### src/rtl/riscv_pkg.sv
// Shared RISC-V load/store definitions: access codes, FSM states, size decode.
package riscv_pkg;

  typedef enum logic [1:0] {
    IDLE = 2'd0,
    XFER = 2'd1,
    DONE = 2'd2
  } lsu_state_e;

  // Load codes as presented on MemtoReg; bit 3 marks the zero-extending forms.
  localparam logic [3:0] LD_LB  = 4'b0001;
  localparam logic [3:0] LD_LH  = 4'b0011;
  localparam logic [3:0] LD_LW  = 4'b0101;
  localparam logic [3:0] LD_LBU = 4'b1001;
  localparam logic [3:0] LD_LHU = 4'b1011;

  // Store codes as presented on selStore.
  localparam logic [2:0] SEL_SB = 3'b000;
  localparam logic [2:0] SEL_SH = 3'b001;
  localparam logic [2:0] SEL_SW = 3'b010;

  // Access size in bytes for a load code; 0 flags an unrecognised code.
  function automatic logic [2:0] load_size(input logic [3:0] code);
    case (code)
      LD_LB, LD_LBU: load_size = 3'd1;
      LD_LH, LD_LHU: load_size = 3'd2;
      LD_LW:         load_size = 3'd4;
      default:       load_size = 3'd0;
    endcase
  endfunction

  // Access size in bytes for a store code; 0 flags an unrecognised code.
  function automatic logic [2:0] store_size(input logic [2:0] code);
    case (code)
      SEL_SB:  store_size = 3'd1;
      SEL_SH:  store_size = 3'd2;
      SEL_SW:  store_size = 3'd4;
      default: store_size = 3'd0;
    endcase
  endfunction

endpackage

### src/rtl/load_extend.sv
// Little-endian load result formatting: selects the valid bytes of the raw
// word and sign- or zero-extends them according to the load code.
module load_extend
  import riscv_pkg::*;
(
  input  logic [31:0] raw,
  input  logic [3:0]  code,
  output logic [31:0] rdata
);

  // Pick width and extension from the load code; unknown codes yield zero.
  always_comb begin
    case (code)
      LD_LB:   rdata = {{24{raw[7]}}, raw[7:0]};
      LD_LH:   rdata = {{16{raw[15]}}, raw[15:0]};
      LD_LW:   rdata = raw;
      LD_LBU:  rdata = {24'd0, raw[7:0]};
      LD_LHU:  rdata = {16'd0, raw[15:0]};
      default: rdata = 32'd0;
    endcase
  end

endmodule

### src/rtl/load_store_unit.sv
// Byte-serial load/store unit: splits a lb/lh/lw/lbu/lhu/sb/sh/sw request into
// one byte-bus handshake per byte, assembles load data little-endian, and
// reports completion with a one-cycle done pulse (err for bad/misaligned ops).
module load_store_unit
  import riscv_pkg::*;
(
  input  logic        clk,
  input  logic        rst,
  input  logic        start,
  input  logic        MemRW,
  input  logic [3:0]  MemtoReg,
  input  logic [2:0]  selStore,
  input  logic [31:0] addr,
  input  logic [31:0] wdata,
  output logic        busy,
  output logic        done,
  output logic        err,
  output logic [31:0] rdata,
  output logic        bus_req,
  output logic        bus_we,
  output logic [31:0] bus_addr,
  output logic [7:0]  bus_wdata,
  input  logic        bus_ack,
  input  logic [7:0]  bus_rdata
);

  lsu_state_e  state_q, state_d;
  logic [1:0]  k_q, k_d;
  logic [1:0]  last_q, last_d;
  logic        we_q, we_d;
  logic [3:0]  code_q, code_d;
  logic [31:0] addr_q, addr_d;
  logic [31:0] wdata_q, wdata_d;
  logic [31:0] raw_q, raw_d;
  logic [31:0] rdata_q, rdata_d;
  logic        busy_q, busy_d;
  logic        done_q, done_d;
  logic        err_q, err_d;
  logic        bus_req_q, bus_req_d;
  logic        bus_we_q, bus_we_d;
  logic [31:0] bus_addr_q, bus_addr_d;
  logic [7:0]  bus_wdata_q, bus_wdata_d;

  logic [2:0]  req_size;
  logic [2:0]  size_m1;
  logic        misalign;
  logic [1:0]  k_inc;
  logic [31:0] raw_next;
  logic [31:0] ext_rdata;

  // Final load formatting works on the raw word including the byte arriving
  // this cycle, so rdata is ready in the same cycle as done.
  load_extend u_load_extend (
    .raw   (raw_next),
    .code  (code_q),
    .rdata (ext_rdata)
  );

  // Request decode, byte-lane merge and next-state/next-output computation.
  always_comb begin
    req_size = MemRW ? store_size(selStore) : load_size(MemtoReg);
    size_m1  = req_size - 3'd1;
    misalign = ((req_size == 3'd2) && addr[0]) ||
               ((req_size == 3'd4) && (addr[1:0] != 2'b00));
    k_inc    = k_q + 2'd1;

    raw_next = raw_q;
    raw_next[{k_q, 3'b000} +: 8] = bus_rdata;

    state_d     = state_q;
    k_d         = k_q;
    last_d      = last_q;
    we_d        = we_q;
    code_d      = code_q;
    addr_d      = addr_q;
    wdata_d     = wdata_q;
    raw_d       = raw_q;
    rdata_d     = rdata_q;
    busy_d      = busy_q;
    done_d      = 1'b0;
    err_d       = 1'b0;
    bus_req_d   = bus_req_q;
    bus_we_d    = bus_we_q;
    bus_addr_d  = bus_addr_q;
    bus_wdata_d = bus_wdata_q;

    case (state_q)
      IDLE: begin
        if (start) begin
          busy_d = 1'b1;
          if ((req_size == 3'd0) || misalign) begin
            // Rejected request: complete immediately, never touch the bus.
            state_d = DONE;
            done_d  = 1'b1;
            err_d   = 1'b1;
            rdata_d = 32'd0;
          end else begin
            state_d     = XFER;
            k_d         = 2'd0;
            last_d      = size_m1[1:0];
            we_d        = MemRW;
            code_d      = MemtoReg;
            addr_d      = addr;
            wdata_d     = wdata;
            raw_d       = 32'd0;
            bus_req_d   = 1'b1;
            bus_we_d    = MemRW;
            bus_addr_d  = addr;
            bus_wdata_d = wdata[7:0];
          end
        end
      end
      XFER: begin
        if (bus_ack) begin
          raw_d = raw_next;
          if (k_q == last_q) begin
            state_d     = DONE;
            done_d      = 1'b1;
            bus_req_d   = 1'b0;
            bus_we_d    = 1'b0;
            bus_addr_d  = 32'd0;
            bus_wdata_d = 8'd0;
            if (!we_q) begin
              rdata_d = ext_rdata;
            end
          end else begin
            // Address wraps naturally at 32 bits.
            k_d         = k_inc;
            bus_addr_d  = addr_q + {30'd0, k_inc};
            bus_wdata_d = wdata_q[{k_inc, 3'b000} +: 8];
          end
        end
      end
      DONE: begin
        state_d = IDLE;
        busy_d  = 1'b0;
        k_d     = 2'd0;
      end
      default: begin
        state_d = IDLE;
        busy_d  = 1'b0;
      end
    endcase
  end

  // State and registered outputs; reset abandons any in-flight transfer.
  always_ff @(posedge clk) begin
    if (rst) begin
      state_q     <= IDLE;
      k_q         <= 2'd0;
      last_q      <= 2'd0;
      we_q        <= 1'b0;
      code_q      <= 4'd0;
      addr_q      <= 32'd0;
      wdata_q     <= 32'd0;
      raw_q       <= 32'd0;
      rdata_q     <= 32'd0;
      busy_q      <= 1'b0;
      done_q      <= 1'b0;
      err_q       <= 1'b0;
      bus_req_q   <= 1'b0;
      bus_we_q    <= 1'b0;
      bus_addr_q  <= 32'd0;
      bus_wdata_q <= 8'd0;
    end else begin
      state_q     <= state_d;
      k_q         <= k_d;
      last_q      <= last_d;
      we_q        <= we_d;
      code_q      <= code_d;
      addr_q      <= addr_d;
      wdata_q     <= wdata_d;
      raw_q       <= raw_d;
      rdata_q     <= rdata_d;
      busy_q      <= busy_d;
      done_q      <= done_d;
      err_q       <= err_d;
      bus_req_q   <= bus_req_d;
      bus_we_q    <= bus_we_d;
      bus_addr_q  <= bus_addr_d;
      bus_wdata_q <= bus_wdata_d;
    end
  end

  assign busy      = busy_q;
  assign done      = done_q;
  assign err       = err_q;
  assign rdata     = rdata_q;
  assign bus_req   = bus_req_q;
  assign bus_we    = bus_we_q;
  assign bus_addr  = bus_addr_q;
  assign bus_wdata = bus_wdata_q;

endmodule

### config.mk
export PLATFORM = sky130hd
export DESIGN_NAME = load_store_unit
export DESIGN_NICKNAME = d
export VERILOG_FILES = /design/src/rtl/riscv_pkg.sv /design/src/rtl/load_extend.sv /design/src/rtl/load_store_unit.sv
export SDC_FILE = /design/constraint.sdc
export NUM_CORES = 1
export LEC_CHECK = 0
export ABC_AREA = 1
export BUFFER_PORTS_ARGS = -buffer_cell sky130_fd_sc_hd__buf_4
export CAP_MARGIN = 30
export CORE_MARGIN = 2
export CORE_UTILIZATION = 51
export CTS_CLUSTER_DIAMETER = 40
export DETAILED_ROUTE_END_ITERATION = 16
export HOLD_SLACK_MARGIN = 0.1
export PLACE_DENSITY = 0.81
export SETUP_SLACK_MARGIN = 0.5
export SLEW_MARGIN = 15
export SYNTH_ARGS = -nofsm -noshare
export SYNTH_HDL_FRONTEND = slang
export SYNTH_SLANG_ARGS = --single-unit
### constraint.sdc
create_clock -name clk -period 2.8 [get_ports clk]
set_input_delay 0.14 -clock clk [delete_from_list [all_inputs] [get_ports clk]]
set_output_delay 0.14 -clock clk [all_outputs]
set_load 0.01 [all_outputs]
[Word-level counts from Yosys, hierarchy flattened]
Index checks and enable logic that the tools add are counted.
Word-level totals
  register bits: 184
  bits in latches: 0
  RAM bits: 0
  ROM bits: 0
  input bits: 84
  output and inout port bits: 77
  logic and storage cells: 120
  memories: 0
Cells by class
  $add $sub $neg: 4
  multipliers: 0
  div/mod/pow operators: 0
  magnitude comparators: 0
  equality and inequality tests: 24
  shift operators: 3
  muxes and demuxes: 50
  bitwise operators: 3
  reduce and logical (&&, ||, !) cells: 20
Operators by type and width (count)
  $mux 32: 12
  $pmux 32 s2: 3
  $pmux 32 s5: 1
  $add 32x2->32: 1
  $bwmux 32: 1
  $mux 8: 4
  $shift 8x7->32 const A: 1
  $shiftx 32x6->8: 1
  $shiftx 8x7->32: 1
  $pmux 3 s3: 2
  $eq 4x4->1 const B: 4
  $mux 2: 8
  $pmux 8 s2: 1
  $ne 2x2->1 const B: 7
  $mux 1: 11
  $reduce_and 5->1: 2
  $eq 4x1->1 const B: 2
  $eq 4x2->1 const B: 2
  $eq 4x3->1 const B: 2
  $pmux 1 s2: 4
  $neg 5->7: 1
  $eq 3x2->1 const B: 2
  $logic_not 3->1: 2
  $pmux 2 s3: 1
  other kinds (20): 28

[Longest topological paths before layout]
  depth in word-level cells: 11
  gate-level depth with buffers: 18
  depth with buffers taken out: 14

[By module]
From an unflattened synthesis, not the netlist that was laid out.
Unflattened totals
  cells, all modules: 1502
  area, all modules: 9715.6 um2
Modules (own cells, without submodules)
  load_store_unit: times used 1, cells an instance 1420, area each 9246.4 um2, sequential area each 3683.5 um2
  load_extend: times used 1, cells an instance 82, area each 469.2 um2, sequential area each 0.0 um2

[Least setup slack after synthesis]
Ideal clock, no wire load.
  kind: register to register
  from: reg k_q[0]
  to: reg bus_addr_q[30] (netlist: bus_addr[30])
  library setup time: 0.114 ns
  data arrival time: 2.841 ns
  data required time: 2.686 ns
  path slack: -0.154 ns
  stages on the path, launching flop included: 18
  buffers on the path: 5
  period minus slack after synthesis: 2.954 ns
  cell sequence: dfxtp_1 buf_2 inv_2 buf_4 clkbuf_1 ha_1 buf_4 inv_2 buf_4 fa_1 nor2_2 nand2_1 nor2_2 nand2_1 nor2_1 nand2_1 a21oi_1 nor2_1
On the way
  word-level cells in the longest chain between the ends: 5
  elaborated cells on any way between the ends: 6
  those cells by class: add/sub (2); eq/ne (1); mux (3)
Ends and longest elaborated chain
  start: declaration: line load_store_unit.sv:28  | logic [1:0] k_q, k_d;
  start signal: assignment: line load_store_unit.sv:167  | k_q <= k_d;
  $add 2x1->2: line load_store_unit.sv:65  | k_inc = k_q + 2'd1;
  $add 32x2->32: line load_store_unit.sv:129  | bus_addr_d = addr_q + {30'd0, k_inc};
  $mux 32 *: line load_store_unit.sv:116  | if (k_q == last_q) begin
  $mux 32 *: line load_store_unit.sv:114  | if (bus_ack) begin
  $pmux 32 s2 *: line load_store_unit.sv:87  | case (state_q)
  end signal: assignment: line load_store_unit.sv:180  | bus_addr_q <= bus_addr_d;
  end: declaration: line load_store_unit.sv:41  | logic [31:0] bus_addr_q, bus_addr_d;
Mark *: on every way between the ends. The rest lies on a longest branch, timed or not. The select of a mux whose other input is x is not followed.
A chain may end at the register's enable or synchronous reset.

[Worst setup path in the final report]
Ends and elaborated chain as after synthesis.

==> parameters.txt <==
Parameter                              Value

Run status
  Outcome    finished, final reports clean

Place
  Number of buffers inserted by port buffering    between 150 and 200
  Post-DP HPWL    approximately 19 mm
  Post-Place Cells    around 1.9k
  Placer Congestion    approximately 0.97

Cells and area
  Layout net count    roughly 1.8k
  Number of non-filler instances in the completed layout    about 2k
  Share of cells above drive strength 1    about 16%
  Highest-count cells in the layout ignoring fill and taps    429 x nand2_1, 214 x nor2_1, 190 x buf_4
  Most common library cell in the layout ignoring fill and taps    nand2_1
  Area taken by flip-flops and latches    ~3700 um^2
  Area of combinational cells with multiple inputs    slightly below 5000 um^2
  Area added between synthesis and finish    29.5%
  Inserted Diodes    0
  Layout filler cell count    1592

Clocking
  TritonCTS clock tree    built
  Number of buffers inserted during clock tree synthesis    17
  Clock buffer depth    2
  Clock net sink count    about 180
  H-tree depth    4
  Root buffer selected by CTS    clkbuf_16
  Clock transition at path regs    approximately 0.07 ns
  Clock latency at the later pin of the worst-skew pair    approximately 0.44 ns

Routing
  Met2 Wirelength    approximately 14 mm
  Met3 Routed Length    2.71 mm
  Average routed wire per standard cell    between 15 and 20 um
  First-pass iteration count of the detailed router    5
  DR top layer    met4
  Number of DRC violations after detailed routing    0
  Iteration-0 DRC count of the detailed router    1293
  Vias per std cell    ~5.5
  DR vias    10.8k
  Routed metal-1 wire length    around 13 mm
  Number of nets still failing antenna checks after routing    0
  Wirelength, routed    about 30 mm

Timing
  Final min period    approximately 2.2 ns
  Period utilisation layout    between 80% and 90%
  Max Transition Viols Final    0
  Slew of the pin with the lowest slew margin    0.762 ns
  Final Skew    0.0101 ns
  Hold Violations, Final    0
  Final setup vio count    0
  Max Clock Freq    0.446 GHz
  Worst slew margin relative to its limit    49.2%
  Setup repair after global routing missed its margin    true
  Final TNS setup    0 ns

Power and ir drop
  Maximum VDD drop    around 0.00048 V
  Power per unit of standard cell area    558 nW/um^2
  Leakage power figure    5.27 nW

GRT
  Initial antenna violation count    0
  Total gr overflow    0
  Global-route wire length before repair    approximately 48 mm
  Total routing resource utilization after global routing    about 30%
  Maximum number of pins on one net before global-route repair    64
  Via count of the first global-routing pass    roughly 10k

Synth
  Cell accounting for the most synthesized area    dfxtp_1
  Post-synthesis net count    1619
  Cell area after synthesis    roughly 9600 um^2
  Proportion of netlist area held by the largest area contributor    38.5%
  Number of distinct library cells after synthesis    34
  Number of enable flip-flop cells after synthesis    0
  Instance count of the mapped netlist    ~1.5k
  Share of the yosys chip area belonging to registers    38.5%
  Top FF cell, synth    dfxtp_1
  Mean instance size in the synthesized netlist    between 6 and 7 um^2
  Area contributors post-synth    dfxtp_1 39%, nand2_1 17%, nor2_1 8.5%
  Asr flop ratio synth    0%
  Synth Register Bits    approximately 180
  Syn. warnings    0

Floorplanning
  Core region area    roughly 19000 um^2
  DIE HEIGHT    141 um
  Die footprint    approximately 20000 um^2
  Initial cell density of the core    between 50% and 60%
  Top-Level Pins    161
  Row count    50
  Horizontal die dimension    ~140 um

Setup path
  Class of the most critical setup path    flop to flop
  Capture point of the worst path    bus_addr[30]
  Internal reg-to-reg setup slack    between 0.5 and 0.6 ns
  Largest stage delay on the critical path    between 0.4 and 0.5 ns
  Critical Path Sink Type    flop
  Critical R2R Launch    k_q[0]
  CP startpoint kind    flop
  Critical-path cell with the highest stage delay    fa_2
  Peak fanout along the critical path    7
  Worst setup path startpoint    k_q[0]
  Critical path data required time    about 3.1 ns
  Critical path arrival    between 2 and 3 ns
  Cells along the critical path    inv_6, ha_4, clkinv_8, fa_2, nor2_4, nand2_4, nor2_4, nand2_1, nor2_1, nand2_1, a21oi_2, nor2_1
  Endpoint of the worst-slack reg-to-reg timing path    bus_addr[30]
  R2R cell count    12

Run
  Count of max-cap constraint violations    0

Min path
  Hold crit path type    input port to flop
  HP Start    selStore[1]
==> worst min-delay path by stage <==
| stage | end | slack [ns] | cells past startpoint |
|---|---|---|---|
| after detailed placement | wdata_q[21] | 0.40 | 3 |
| final | last_q[0] | 0.21 | 5 |
| after global routing | last_q[0] | 0.26 | 5 |
| after floorplan | addr_q[0] | 0.28 | 2 |
| after global placement | wdata_q[22] | 0.39 | 3 |
| after CTS | last_q[0] | 0.19 | 5 |
==> Yosys cell counts, types with 4 or more instances <==
cell type / number
inv_2: 7
nor2_1: 217
nand2_1: 433
o22ai_1: 13
ha_1: 8
a21oi_1: 160
nand3_1: 72
o21ai_1: 5
buf_6: 5
clkbuf_1: 43
buf_2: 30
nand2_2: 4
nor2_2: 5
nand4_1: 18
buf_1: 6
buf_4: 6
inv_1: 144
and2_1: 5
dfxtp_1: 184
nor3_1: 12
o21ai_0: 133
==> stage by stage <==
step | utilization, % | worst slack (ns) | power, mW | cell area (um^2) | hold WS (ns)
final | 66.7 | 0.556 | 6.91 | 12400 | 0.207
after detailed placement | 58.7 | 0.378 | 4.38 | 10900 | 0.401
after floorplan | - | 0.309 | 3.87 | 9630 | 0.284
after global routing | 66.7 | 0.451 | 7.20 | 12400 | 0.262
after global placement | 58.7 | 0.434 | 4.35 | 10900 | 0.393
after CTS | 65.7 | 0.495 | 6.83 | 12200 | 0.187
==> per-layer routing <==
| layer | GRT usage, % | up-vias |
|---|---|---|
| li1 | - | 5247 |
| met1 | 39.2 | 4811 |
| met2 | 47.3 | 595 |
| met3 | 6.05 | 97 |
| met4 | 13.4 | 0 |
| met5 | 0 | - |
==> power breakdown <==
group          internal (mW)  leakage, nW  switching [mW]  total [mW]
logic                  0.650         3.49           0.910        1.56
clock network           1.31        0.280            1.10        2.41
registers               2.82         1.50           0.124        2.94
total                   4.78         5.27            2.13        6.91
==> registers in the layout, indices dropped and copies added (netlist names) <==
signal and cells:
addr_q 32, bus_addr 32, bus_req 1, bus_wdata 8, bus_we 1, busy 1, code_q 4, done 1
err 1, k_q 2, last_q 2, raw_q 32, rdata 32, state_q 2, wdata_q 32, we_q 1
==> area by class of cell <==
| type | count | area share (%) |
|---|---|---|
| inverter | 152 | 4.77 |
| multi-input combinational | 1100 | 40.1 |
| clock buffer | 20 | 3.77 |
| sequential | 184 | 29.8 |
| clock inverter | 12 | 0.929 |
| tap | 234 | 2.36 |
| timing repair buffer | 267 | 18.3 |
==> cell families (layout without fill, tap and decap cells) <==
logic type,after synthesis,count (layout),synth area share [%]
and+or+nand+nor,774,774,32.8
buffers and inverters,242,451,10.5
adders and majority gates,9,9,1.26
xor gates and xnor gates,2,2,0.183
AOI/OAI and AO/OA,315,315,16.8
DFF,184,184,38.5
==> timing repair <==
action                                 CTS  global route
setup buffers                            3             8
hold buffers                            70             0
setup endpoints to repair               19            55
endpoints found under the hold margin  104             0
pin swaps                                1             9
cloned                                   0             1
gates resized for setup                  1            30
==> critical path, delay by kind of cell (launching register included) <==
family | cells | cell delay, ns
compound gates | 1 | 0.11
simple gates | 7 | 0.80
buf+inv | 2 | 0.12
flops | 1 | 0.38
fa+ha+maj | 2 | 0.74
Note: power is estimated with default switching activity, not from simulation.
